## src/rtl/z80_bus_ctrl.sv

```systemverilog
// Bus controller for the fz80 core: decodes CPU cycles into ROM/RAM/IO selects with
// per-region wait states, and lends the bus to one DMA master. Optional macro: BUS_TIMEOUT_EN.
`timescale 1ns/1ps
module z80_bus_ctrl #(
   parameter logic [15:0] ROM_TOP       = 16'h3FFF,
   parameter int          ROM_WAIT      = 1,
   parameter int          RAM_WAIT      = 0,
   parameter int          IO_WAIT       = 2,
   parameter int          DMA_MAX_BURST = 16
) (
   input  logic        i_clk,
   input  logic        i_n_rst,
   input  logic        i_cpu_mreq,
   input  logic        i_cpu_iorq,
   input  logic        i_cpu_rd,
   input  logic        i_cpu_wr,
   input  logic [15:0] i_cpu_addr,
   input  logic        i_cpu_busack,
   output logic        o_cpu_busreq,
   output logic        o_cpu_waitreq,
   input  logic        i_dma_req,
   input  logic [15:0] i_dma_addr,
   input  logic        i_dma_we,
   input  logic        i_dma_beat,
   output logic        o_dma_gnt,
   output logic [15:0] o_mem_addr,
   output logic        o_mem_we,
   output logic        o_rom_cs,
   output logic        o_ram_cs,
   output logic        o_io_cs,
   output logic        o_err_rom_wr,
`ifdef BUS_TIMEOUT_EN
   output logic        o_busreq_timeout,
`endif
   output logic [2:0]  o_dbg_state
);

   typedef enum logic [2:0] {
      S_IDLE    = 3'd0,
      S_ACCESS  = 3'd1,
      S_BUSREQ  = 3'd2,
      S_DMA_OWN = 3'd3,
      S_RELEASE = 3'd4
   } state_t;

   state_t      r_state;
   state_t      w_next;
   logic        r_mem_act;
   logic        r_io_act;
   logic        r_req_d;
   logic        r_busack;
   logic        r_is_io;
   logic [7:0]  r_wait;
   logic [7:0]  r_beat;
   logic        r_block;
   logic        r_err;
`ifdef BUS_TIMEOUT_EN
   logic [7:0]  r_to;
`endif

   logic        w_mem_act;
   logic        w_io_act;
   logic        w_req;
   logic        w_start;
   logic        w_cpu_rom;
   logic        w_dma_rom;
   logic [7:0]  w_wait_load;
   logic [7:0]  w_beat_next;
   logic        w_set_err;
   logic        w_set_block;
   logic        w_clr_block;

   assign w_mem_act   = i_cpu_mreq & (i_cpu_rd | i_cpu_wr);
   assign w_io_act    = i_cpu_iorq & (i_cpu_rd | i_cpu_wr);
   assign w_req       = r_mem_act | r_io_act;
   assign w_start     = w_req & ~r_req_d;
   assign w_cpu_rom   = (i_cpu_addr <= ROM_TOP);
   assign w_dma_rom   = (i_dma_addr <= ROM_TOP);
   assign w_wait_load = r_io_act ? 8'(IO_WAIT) : (w_cpu_rom ? 8'(ROM_WAIT) : 8'(RAM_WAIT));
   assign w_beat_next = r_beat + {7'd0, i_dma_beat};

   assign o_err_rom_wr = r_err;
   assign o_dbg_state  = r_state;

   always_ff @(posedge i_clk or negedge i_n_rst) begin
      if (!i_n_rst) begin
         r_state   <= S_IDLE;
         r_mem_act <= 1'b0;
         r_io_act  <= 1'b0;
         r_req_d   <= 1'b0;
         r_busack  <= 1'b0;
         r_is_io   <= 1'b0;
         r_wait    <= 8'd0;
         r_beat    <= 8'd0;
         r_block   <= 1'b0;
         r_err     <= 1'b0;
      end else begin
         r_state   <= w_next;
         r_mem_act <= w_mem_act;
         r_io_act  <= w_io_act;
         r_req_d   <= w_req;
         r_busack  <= i_cpu_busack;
         if (r_state == S_IDLE && w_start) begin
            r_is_io <= r_io_act;
            r_wait  <= (w_wait_load == 8'd0) ? 8'd0 : w_wait_load - 8'd1;
         end else if (r_state == S_ACCESS && r_wait != 8'd0) begin
            r_wait <= r_wait - 8'd1;
         end
         // Beats only count while the DMA master owns the bus.
         r_beat <= (r_state == S_DMA_OWN) ? w_beat_next : 8'd0;
         if (w_set_block)
            r_block <= 1'b1;
         else if (w_clr_block)
            r_block <= 1'b0;
         if (w_set_err)
            r_err <= 1'b1;
      end
   end

`ifdef BUS_TIMEOUT_EN
   always_ff @(posedge i_clk or negedge i_n_rst) begin
      if (!i_n_rst)
         r_to <= 8'd0;
      else
         r_to <= (r_state == S_BUSREQ) ? r_to + 8'd1 : 8'd0;
   end
`endif

   always_comb begin
      w_next        = r_state;
      o_cpu_busreq  = 1'b0;
      o_cpu_waitreq = 1'b0;
      o_dma_gnt     = 1'b0;
      o_mem_addr    = 16'd0;
      o_mem_we      = 1'b0;
      o_rom_cs      = 1'b0;
      o_ram_cs      = 1'b0;
      o_io_cs       = 1'b0;
      w_set_err     = 1'b0;
      w_set_block   = 1'b0;
      w_clr_block   = 1'b0;
`ifdef BUS_TIMEOUT_EN
      o_busreq_timeout = 1'b0;
`endif
      unique case (r_state)
         S_IDLE: begin
            if (w_start) begin
               w_next        = S_ACCESS;
               o_cpu_waitreq = (w_wait_load != 8'd0);
            end else if (i_dma_req && !r_block) begin
               w_next = S_BUSREQ;
            end
         end
         S_ACCESS: begin
            if (!w_req) begin
               w_next      = S_IDLE;
               w_clr_block = ~r_is_io;
            end else begin
               o_cpu_waitreq = (r_wait != 8'd0);
               o_mem_addr    = i_cpu_addr;
               if (r_is_io) begin
                  o_io_cs  = 1'b1;
                  o_mem_we = i_cpu_wr;
               end else if (w_cpu_rom) begin
                  // A write into ROM is refused: no select, no strobe, sticky error.
                  o_rom_cs  = i_cpu_rd & ~i_cpu_wr;
                  w_set_err = i_cpu_wr;
               end else begin
                  o_ram_cs = 1'b1;
                  o_mem_we = i_cpu_wr;
               end
            end
         end
         S_BUSREQ: begin
            o_cpu_busreq = 1'b1;
            if (r_busack) begin
               w_next = S_DMA_OWN;
`ifdef BUS_TIMEOUT_EN
            end else if (r_to == 8'hFF) begin
               w_next           = S_IDLE;
               o_cpu_busreq     = 1'b0;
               w_set_block      = 1'b1;
               o_busreq_timeout = 1'b1;
`endif
            end
         end
         S_DMA_OWN: begin
            o_cpu_busreq = 1'b1;
            o_dma_gnt    = 1'b1;
            o_mem_addr   = i_dma_addr;
            if (w_dma_rom) begin
               o_rom_cs  = ~i_dma_we;
               w_set_err = i_dma_we;
            end else begin
               o_ram_cs = 1'b1;
               o_mem_we = i_dma_we;
            end
            // The burst limit forces the CPU to finish one memory access before the next grant.
            if (w_beat_next == 8'(DMA_MAX_BURST)) begin
               w_next      = S_RELEASE;
               w_set_block = 1'b1;
            end else if (!i_dma_req) begin
               w_next = S_RELEASE;
            end
         end
         S_RELEASE: begin
            if (!r_busack)
               w_next = S_IDLE;
         end
         default: w_next = S_IDLE;
      endcase
   end

endmodule
```

## config.mk

```make
export PLATFORM = sky130hd
export DESIGN_NAME = z80_bus_ctrl
export DESIGN_NICKNAME = d
export VERILOG_FILES = /design/src/rtl/z80_bus_ctrl.sv
export SDC_FILE = /design/constraint.sdc
export NUM_CORES = 1
export LEC_CHECK = 0
export BUFFER_PORTS_ARGS = -buffer_cell sky130_fd_sc_hd__buf_2
export CAP_MARGIN = 10
export CORE_MARGIN = 5
export CORE_UTILIZATION = 40
export DETAILED_ROUTE_END_ITERATION = 10
export PLACE_DENSITY = 0.68
export SLEW_MARGIN = 20
export SYNTH_ARGS = -nofsm -noshare
export SYNTH_HDL_FRONTEND = slang
export SYNTH_SLANG_ARGS = --single-unit
```

## constraint.sdc

```tcl
create_clock -name i_clk -period 1.95 [get_ports i_clk]
set_input_delay 0.0975 -clock i_clk [delete_from_list [all_inputs] [get_ports i_clk]]
set_output_delay 0.0975 -clock i_clk [all_outputs]
set_load 0.01 [all_outputs]
```

==> metrics.md, run 1 <==
| Metric | Value |
|---|---|
| Status | `finished, violations left` |
| Failing checks | `negative setup slack` |
| Fin crit share | `1.077` |
| Buf+Inv Stages, Crit Path | `3` |
| Floorplan core area | `4058 um2` |
| Leak | `1.133 nW` |
| Hold Crit Class | `input pin to flip-flop` |
| Area Overhead vs Synth | `33.24%` |
| Vias in the first global route | `1623` |
| Share of the synthesized area in the top cell type | `0.3807` |
| Critical Path Max Stage Delay | `0.48 ns` |
| FFs w/ async S/R, synth | `1.000` |
| Delay-heaviest family, CP | `compound AO/OA/AOI/OAI gates` |
| Initial antenna violation count | `0` |
| Start point of the worst hold path | `i_cpu_mreq` |
| Worst setup EP type | `output port` |
| Clock latency on the worst-skew pair | `0.27 ns` |
| Final Wtd Congestion | `0.8173` |
| Router iterations before antenna repair | `4` |
| Critical Path RT | `1.85 ns` |
| CTS Buf Count | `3` |
| VDD IR max | `0.5960 mV` |
| Crit-path cells | `inv_2 > ha_1 > or4b_4 > o21ai_4 > inv_2 > a221o_1 > buf_2` |
| Multi-input gate area | `1006 um2` |
| Setup crit start | `r_wait[0]$_DFFE_PN0P_` |
| Die Width | `75.37 um` |
| Gr usage total | `0.1560` |
| Most frequent cell after synthesis | `nor2_1` |
| Ys flop type | `dfrtp_1` |
| CP Class | `flip-flop to output port` |
| Psw | `1.129 mW` |
| Max-cap violations | `0` |
| Count of cell types in the netlist | `48` |
| Gate power share | `0.574` |
| RSZ-0062 raised after global routing | `true` |
| Worst-path clk slew | `0.09 ns` |
| Sequential cell area | `650.6 um2` |
| CP max FO | `3` |
| Post-Route WL | `4.505 mm` |
| Min cycle time layout | `2.100 ns` |
| Site Rows | `23` |
| Final nets | `327` |
| Sequential fraction of the synthesis area | `0.3807` |
| Antenna-violating nets left | `0` |
| Die Ht | `75.37 um` |
| Final WS setup | `-0.1498 ns` |
| Clock power frac | `0.128` |
| Most frequent cell on the critical path | `inv_2` |
| Inserted Diodes | `0` |
| Sink Count | `26` |
| Hold Path End | `r_mem_act$_DFF_PN0_` |
| Pint | `1.567 mW` |
| Worst-Margin Slew | `0.5935 ns` |
| Vias/cell | `5.224` |
| Clock skew | `0.004419 ns` |
| CP max-delay cell | `or4b_4` |
| Via count | `1724` |
| Synthesized net count | `246` |
| # DRC | `0` |
| Fin. max-slew vios | `0` |
| PwrDens | `1184 nW/um2` |
| Clock Tree Root | `clkbuf_8` |
| Leading area contributor after synthesis | `dfrtp_1` |
| Post-detail-place hpwl | `3.503 mm` |
| DP Worst Slack | `0.08224 ns` |
| Largest net degree at the start of global routing | `27` |
| Synth Cell Area | `1709 um2` |
| RR Endpoint | `o_dbg_state[1]$_DFFE_PN0P_` |
| Yosys reg bits | `26` |
| GRT overflow | `0` |
| Synth warnings | `0` |
| Critical Path Source Type | `flip-flop` |
| EDFF count, synth | `0` |
| Overall power | `2.696 mW` |
| Worst reg2reg path depth | `6` |
| # setup viols final | `1` |
| CTS tree | `yes` |
| Mapped Cells | `200` |
| CTS Buffer Depth | `2` |
| Slew margin rel. | `0.6044` |
| Hold depth | `2` |
| FF-to-FF setup slack | `0.16 ns` |
| First-pass GRT wire length | `7.093 mm` |
| FILL cells | `377` |
| Switching Fraction | `0.4189` |
| Iteration-0 DRC Markers | `115` |
| Die area | `5680 um2` |
| Synth cell count leaders | `29 x nor2_1, 26 x dfrtp_1, 18 x a21oi_1, 13 x and3_1, 11 x nand2_1` |
| Hold Fails Final Rpt | `0` |
| Mean post-synth cell area | `8.546 um2` |
| Share of total power in sequential cells | `0.298` |
| H-tree depth | `1` |
| Initial core utilization | `0.4212` |
| Buffers on Ports | `68` |
| Arrival time at the worst endpoint | `2.00 ns` |
| Synth area leaders | `dfrtp_1 38%, nor2_1 6.4%, a21oi_1 5.3%` |
| Share of layout cells above drive strength 1 | `0.3500` |
| Wire per inst | `13.65 um` |
| I/O pin cnt | `69` |
| Crit Reg-Reg Startpoint | `r_beat[0]$_DFF_PN0_` |
| Achievable Freq | `476.2 MHz` |
-- sequential cells by signal (all words and copies together), names as in the netlist --
| name | cells |
|---|---|
| o_dbg_state | 3 |
| r_is_io | 1 |
| r_wait | 8 |
| r_mem_act | 1 |
| o_err_rom_wr | 1 |
| r_req_d | 1 |
| r_io_act | 1 |
| r_block | 1 |
| r_beat | 8 |
| r_busack | 1 |
-- per-stage QoR --
step | util | TNS (ns) | hold WS (ns) | area, um2 | cells
global route | 0.5612 | -0.2628 | 0.01828 | 2277 | 330
floorplan | - | 0 | -0.1981 | 1709 | 200
finish | 0.5612 | -0.1498 | 0.03566 | 2277 | 330
CTS | 0.5550 | -0.1692 | 0.03010 | 2252 | 328
global placement | 0.5356 | 0 | 0.1306 | 2173 | 322
detailed placement | 0.5356 | 0 | 0.1320 | 2173 | 322
-- routing by layer --
metal | vias up | track usage | wire [um]
met5 | - | 0 | 0
met4 | 0 | 0.02330 | 12
met3 | 2 | 0.03298 | 132
met2 | 27 | 0.2617 | 2292
met1 | 803 | 0.2118 | 2067
li1 | 892 | - | -
-- area by class of cell --
class,count,area share
multi-input cells,159,0.4418
flip-flops and latches,26,0.2857
repair buffers,85,0.2093
well taps,50,0.02747
clock buffers,4,0.02418
inverters,6,0.01154
-- kinds of logic after synthesis --
group | Yosys count | share of synthesized area
multiplexers | 1 | 0.005857
buffers and inverters | 15 | 0.03440
flip-flops | 26 | 0.3807
AO/OA/AOI/OAI | 54 | 0.2145
adder cells (fa/ha/maj) | 4 | 0.02928
XOR/XNOR | 12 | 0.06149
AND/OR/NAND/NOR | 88 | 0.2738
-- cells in the final DEF, fill, tap and decap left out, drive strengths merged, types with 2 or more instances in the layout --
| cell | instances |
|---|---|
| a21oi | 18 |
| nor3 | 7 |
| or3 | 3 |
| nand4 | 3 |
| o21ai | 9 |
| nand2 | 11 |
| o41ai | 2 |
| and3 | 13 |
| dfrtp | 26 |
| nand2b | 2 |
| a22o | 6 |
| nor2 | 29 |
| nor3b | 2 |
| ha | 4 |
| buf | 83 |
| o211ai | 3 |
| nor2b | 2 |
| o21a | 3 |
| clkbuf | 4 |
| dlygate4sd3 | 2 |
| xnor2 | 4 |
| a211o | 2 |
| xor2 | 8 |
| nor4 | 2 |
| a211oi | 2 |
| o2111ai | 2 |
| nand3 | 6 |
| inv | 5 |
-- power by group through the flow --
stage,Combinational (mW),Sequential (mW),Clock (mW)
global placement,1.48,0.806,0
finish,1.55,0.804,0.344
CTS,1.53,0.802,0.359
floorplan,0.899,0.835,0
global route,1.73,0.826,0.388
detailed placement,1.51,0.807,0
-- worst max path at each step --
stage | slack [ns] | depth (start not counted) | endpoint
after floorplan | 0.11 | 7 | o_cpu_waitreq
after global placement | 0.12 | 7 | o_cpu_waitreq
after detailed placement | 0.08 | 7 | o_cpu_waitreq
after CTS | -0.17 | 7 | o_cpu_waitreq
after global routing | -0.26 | 7 | o_cpu_waitreq
final | -0.15 | 7 | o_cpu_waitreq
-- repair_timing --
item,CTS,global route
hold buffers,2,0
resized for setup,3,4
hold endpoints to repair,27,0
endpoints found under the setup margin,1,15
setup buffers,0,2
pin swaps,0,0
Power figures use the tool's default switching activity.
==> run 2: changes to the inputs <==
- REMOVE_ABC_BUFFERS: unset -> 1
==> metrics.md, run 2 (same netlist as run 1, synthesis figures left out) <==
| Metric | Value |
|---|---|
| Worst-Margin Slew | `0.5822 ns (-0.01126 ns)` |
| Floorplan core area | `4058 um2 (unchanged)` |
| # placed instances | `322 (unchanged)` |
| I/O pin cnt | `69 (unchanged)` |
| # DRC | `0 (unchanged)` |
| Buf+Inv Stages, Crit Path | `2 (-1)` |
| DP Worst Slack | `0.09107 ns (+0.008830 ns)` |
| Initial antenna violation count | `0 (unchanged)` |
| CP Class | `flip-flop to output port` |
| Site Rows | `23 (unchanged)` |
| Sequential cell area | `650.6 um2 (unchanged)` |
| CP max-delay cell | `or4b_4` |
| CTS Buffer Depth | `2 (unchanged)` |
| Leak | `1.166 nW (+2.9%)` |
| Core Util, Final | `0.5745 (+0.01326)` |
| Achievable Freq | `477.9 MHz (+0.34%)` |
| Share of layout cells above drive strength 1 | `0.3706 (+0.02063)` |
| Worst setup EP type | `output port` |
| Psw | `1.164 mW (+3.1%)` |
| Via count | `1768 (+2.6%)` |
| Hold Fails Final Rpt | `0 (unchanged)` |
| Final WS setup | `-0.1426 ns (+0.007161 ns)` |
| Multi-input gate area | `1025 um2 (+1.9%)` |
| Vias/cell | `5.262 (+0.72%)` |
| Final Wtd Congestion | `0.8034 (-1.7%)` |
| Antenna-violating nets left | `0 (unchanged)` |
| GRT overflow | `0 (unchanged)` |
| RSZ-0062 raised after global routing | `true` |
| Gate power share | `0.604 (+0.030)` |
| First-pass GRT wire length | `6.969 mm (-1.7%)` |
| Wire per inst | `13.86 um (+1.5%)` |
| Fin crit share | `1.073 (-0.003672)` |
| Area Overhead vs Synth | `36.38%` |
| H-tree depth | `1 (unchanged)` |
| Initial core utilization | `0.4212 (unchanged)` |
| Slew margin rel. | `0.6119 (+0.007505)` |
| PwrDens | `1188 nW/um2 (+0.32%)` |
| Iteration-0 DRC Markers | `90 (-22%)` |
| Die area | `5680 um2 (unchanged)` |
| Switching Fraction | `0.4204 (+0.001500)` |
| Critical Path RT | `1.85 ns (about the same)` |
| Post-Route WL | `4.657 mm (+3.4%)` |
| Arrival time at the worst endpoint | `2.00 ns (about the same)` |
| Most frequent cells in the layout | `68 x buf_2, 29 x nor2_1, 26 x dfrtp_1` |
| Hold Crit Class | `input pin to flip-flop` |
| Status | `finished, violations left` |
| Share of total power in sequential cells | `0.290 (-0.008)` |
| Clock latency on the worst-skew pair | `0.27 ns (about the same)` |
| Max-cap violations | `0 (unchanged)` |
| Clock Tree Root | `clkbuf_8` |
| CTS Buf Count | `3 (unchanged)` |
| Pint | `1.605 mW (+2.4%)` |
| Delay-heaviest family, CP | `simple AND/OR/NAND/NOR gates` |
| Clock power frac | `0.106 (-0.022)` |
| Setup TNS | `-0.1426 ns (+0.007161 ns)` |
| Crit-path cells | `inv_2 > ha_4 > or4b_4 > o21ai_4 > nand2_1 > a221o_1 > buf_2` |
| Vias in the first global route | `1538 (-5.2%)` |
| Fin. max-slew vios | `0 (unchanged)` |
| Post-detail-place hpwl | `3.355 mm (-4.2%)` |
| Min cycle time layout | `2.093 ns (-0.007161 ns)` |
| Buffers on Ports | `68 (unchanged)` |
| Die Ht | `75.37 um (unchanged)` |
| # setup viols final | `1 (unchanged)` |
| Worst-path clk slew | `0.09 ns (about the same)` |
| Inserted Diodes | `0 (unchanged)` |
| Final nets | `334 (+2.1%)` |
| Critical Path Max Stage Delay | `0.47 ns (about the same)` |
| CTS tree | `yes` |
| Gr usage total | `0.1535 (-0.002493)` |
| Final instance count without filler cells | `336 (+1.8%)` |
| Clock skew | `0.009423 ns (+0.005004 ns)` |
| Largest net degree at the start of global routing | `27 (unchanged)` |
| Sink Count | `26 (unchanged)` |
| VDD IR max | `0.5928 mV (-0.54%)` |
| Worst hold margin | `0.03839 ns (+0.002729 ns)` |
| CP max FO | `3 (unchanged)` |
| Failing checks | `negative setup slack` |
| Die Width | `75.37 um (unchanged)` |
| Commonest non-fill, non-tap cell in the layout | `buf_2` |
| Critical Path Source Type | `flip-flop` |
| FILL cells | `360 (-4.5%)` |
| Router iterations before antenna repair | `4 (unchanged)` |
## run 2: area by class of cell
type                            count  share of cell area
Multi-Input combinational cell    159              0.4396
Timing Repair Buffer               92              0.2254
Inverter                            6             0.01127
Clock buffer                        3             0.01771
Sequential cell                    26              0.2791
Tap cell                           50             0.02684
## run 2: what timing repair did
item                                   in CTS  in global routing
buffers inserted                            3                  6
gates resized for setup                     3                  6
hold buffers                                2                  0
setup endpoints to repair                   1                 10
endpoints found under the hold margin      27                  0
pin swaps                                   1                  2
## run 2: routing by layer
layer	track usage	wire length [um]	vias to the layer above
met5	0	0	-
met1	0.2285	2146	826
met3	0.02770	188	2
met4	0.01748	13	0
li1	-	-	904
met2	0.2407	2308	36
## run 2: final timing paths
path	from	to	slack (ns)	cells past startpoint
max in group asynchronous	i_n_rst	o_dbg_state[1]$_DFFE_PN0P_	1.20	2
hold reg to reg	o_err_rom_wr$_DFFE_PN0P_	o_err_rom_wr$_DFFE_PN0P_	0.49	2
setup reg to reg	r_beat[0]$_DFF_PN0_	r_block$_DFFE_PN0P_	0.08	6
setup / recovery	r_wait[0]$_DFFE_PN0P_	o_cpu_waitreq	-0.14	7
hold / removal	i_cpu_mreq	r_mem_act$_DFF_PN0_	0.04	2
min in group asynchronous	i_n_rst	r_wait[2]$_DFFE_PN0P_	0.36	2
## run 2: metrics by stage
step                area, um2  power (mW)
floorplan                1673       1.693
global placement         2173       2.285
detailed placement       2173       2.294
CTS                      2261       2.664
global route             2331       2.998
finish                   2331       2.769
## run 2: worst register-to-register path: cells and delay by family, from the launching register on
kind / cells / cell delay, ns
muxes: 1 / 0.15
adders and majority gates: 2 / 0.55
AOI/OAI and AO/OA: 2 / 0.41
DFF: 1 / 0.37
and+or+nand+nor: 1 / 0.32
## run 2: power groups by stage
stage / logic [mW] / registers, mW / clock network, mW
after CTS: 1.56 / 0.798 / 0.309
final: 1.67 / 0.802 / 0.294
after global routing: 1.85 / 0.823 / 0.327
after floorplan: 0.827 / 0.866 / 0
after global placement: 1.48 / 0.802 / 0
after detailed placement: 1.49 / 0.804 / 0
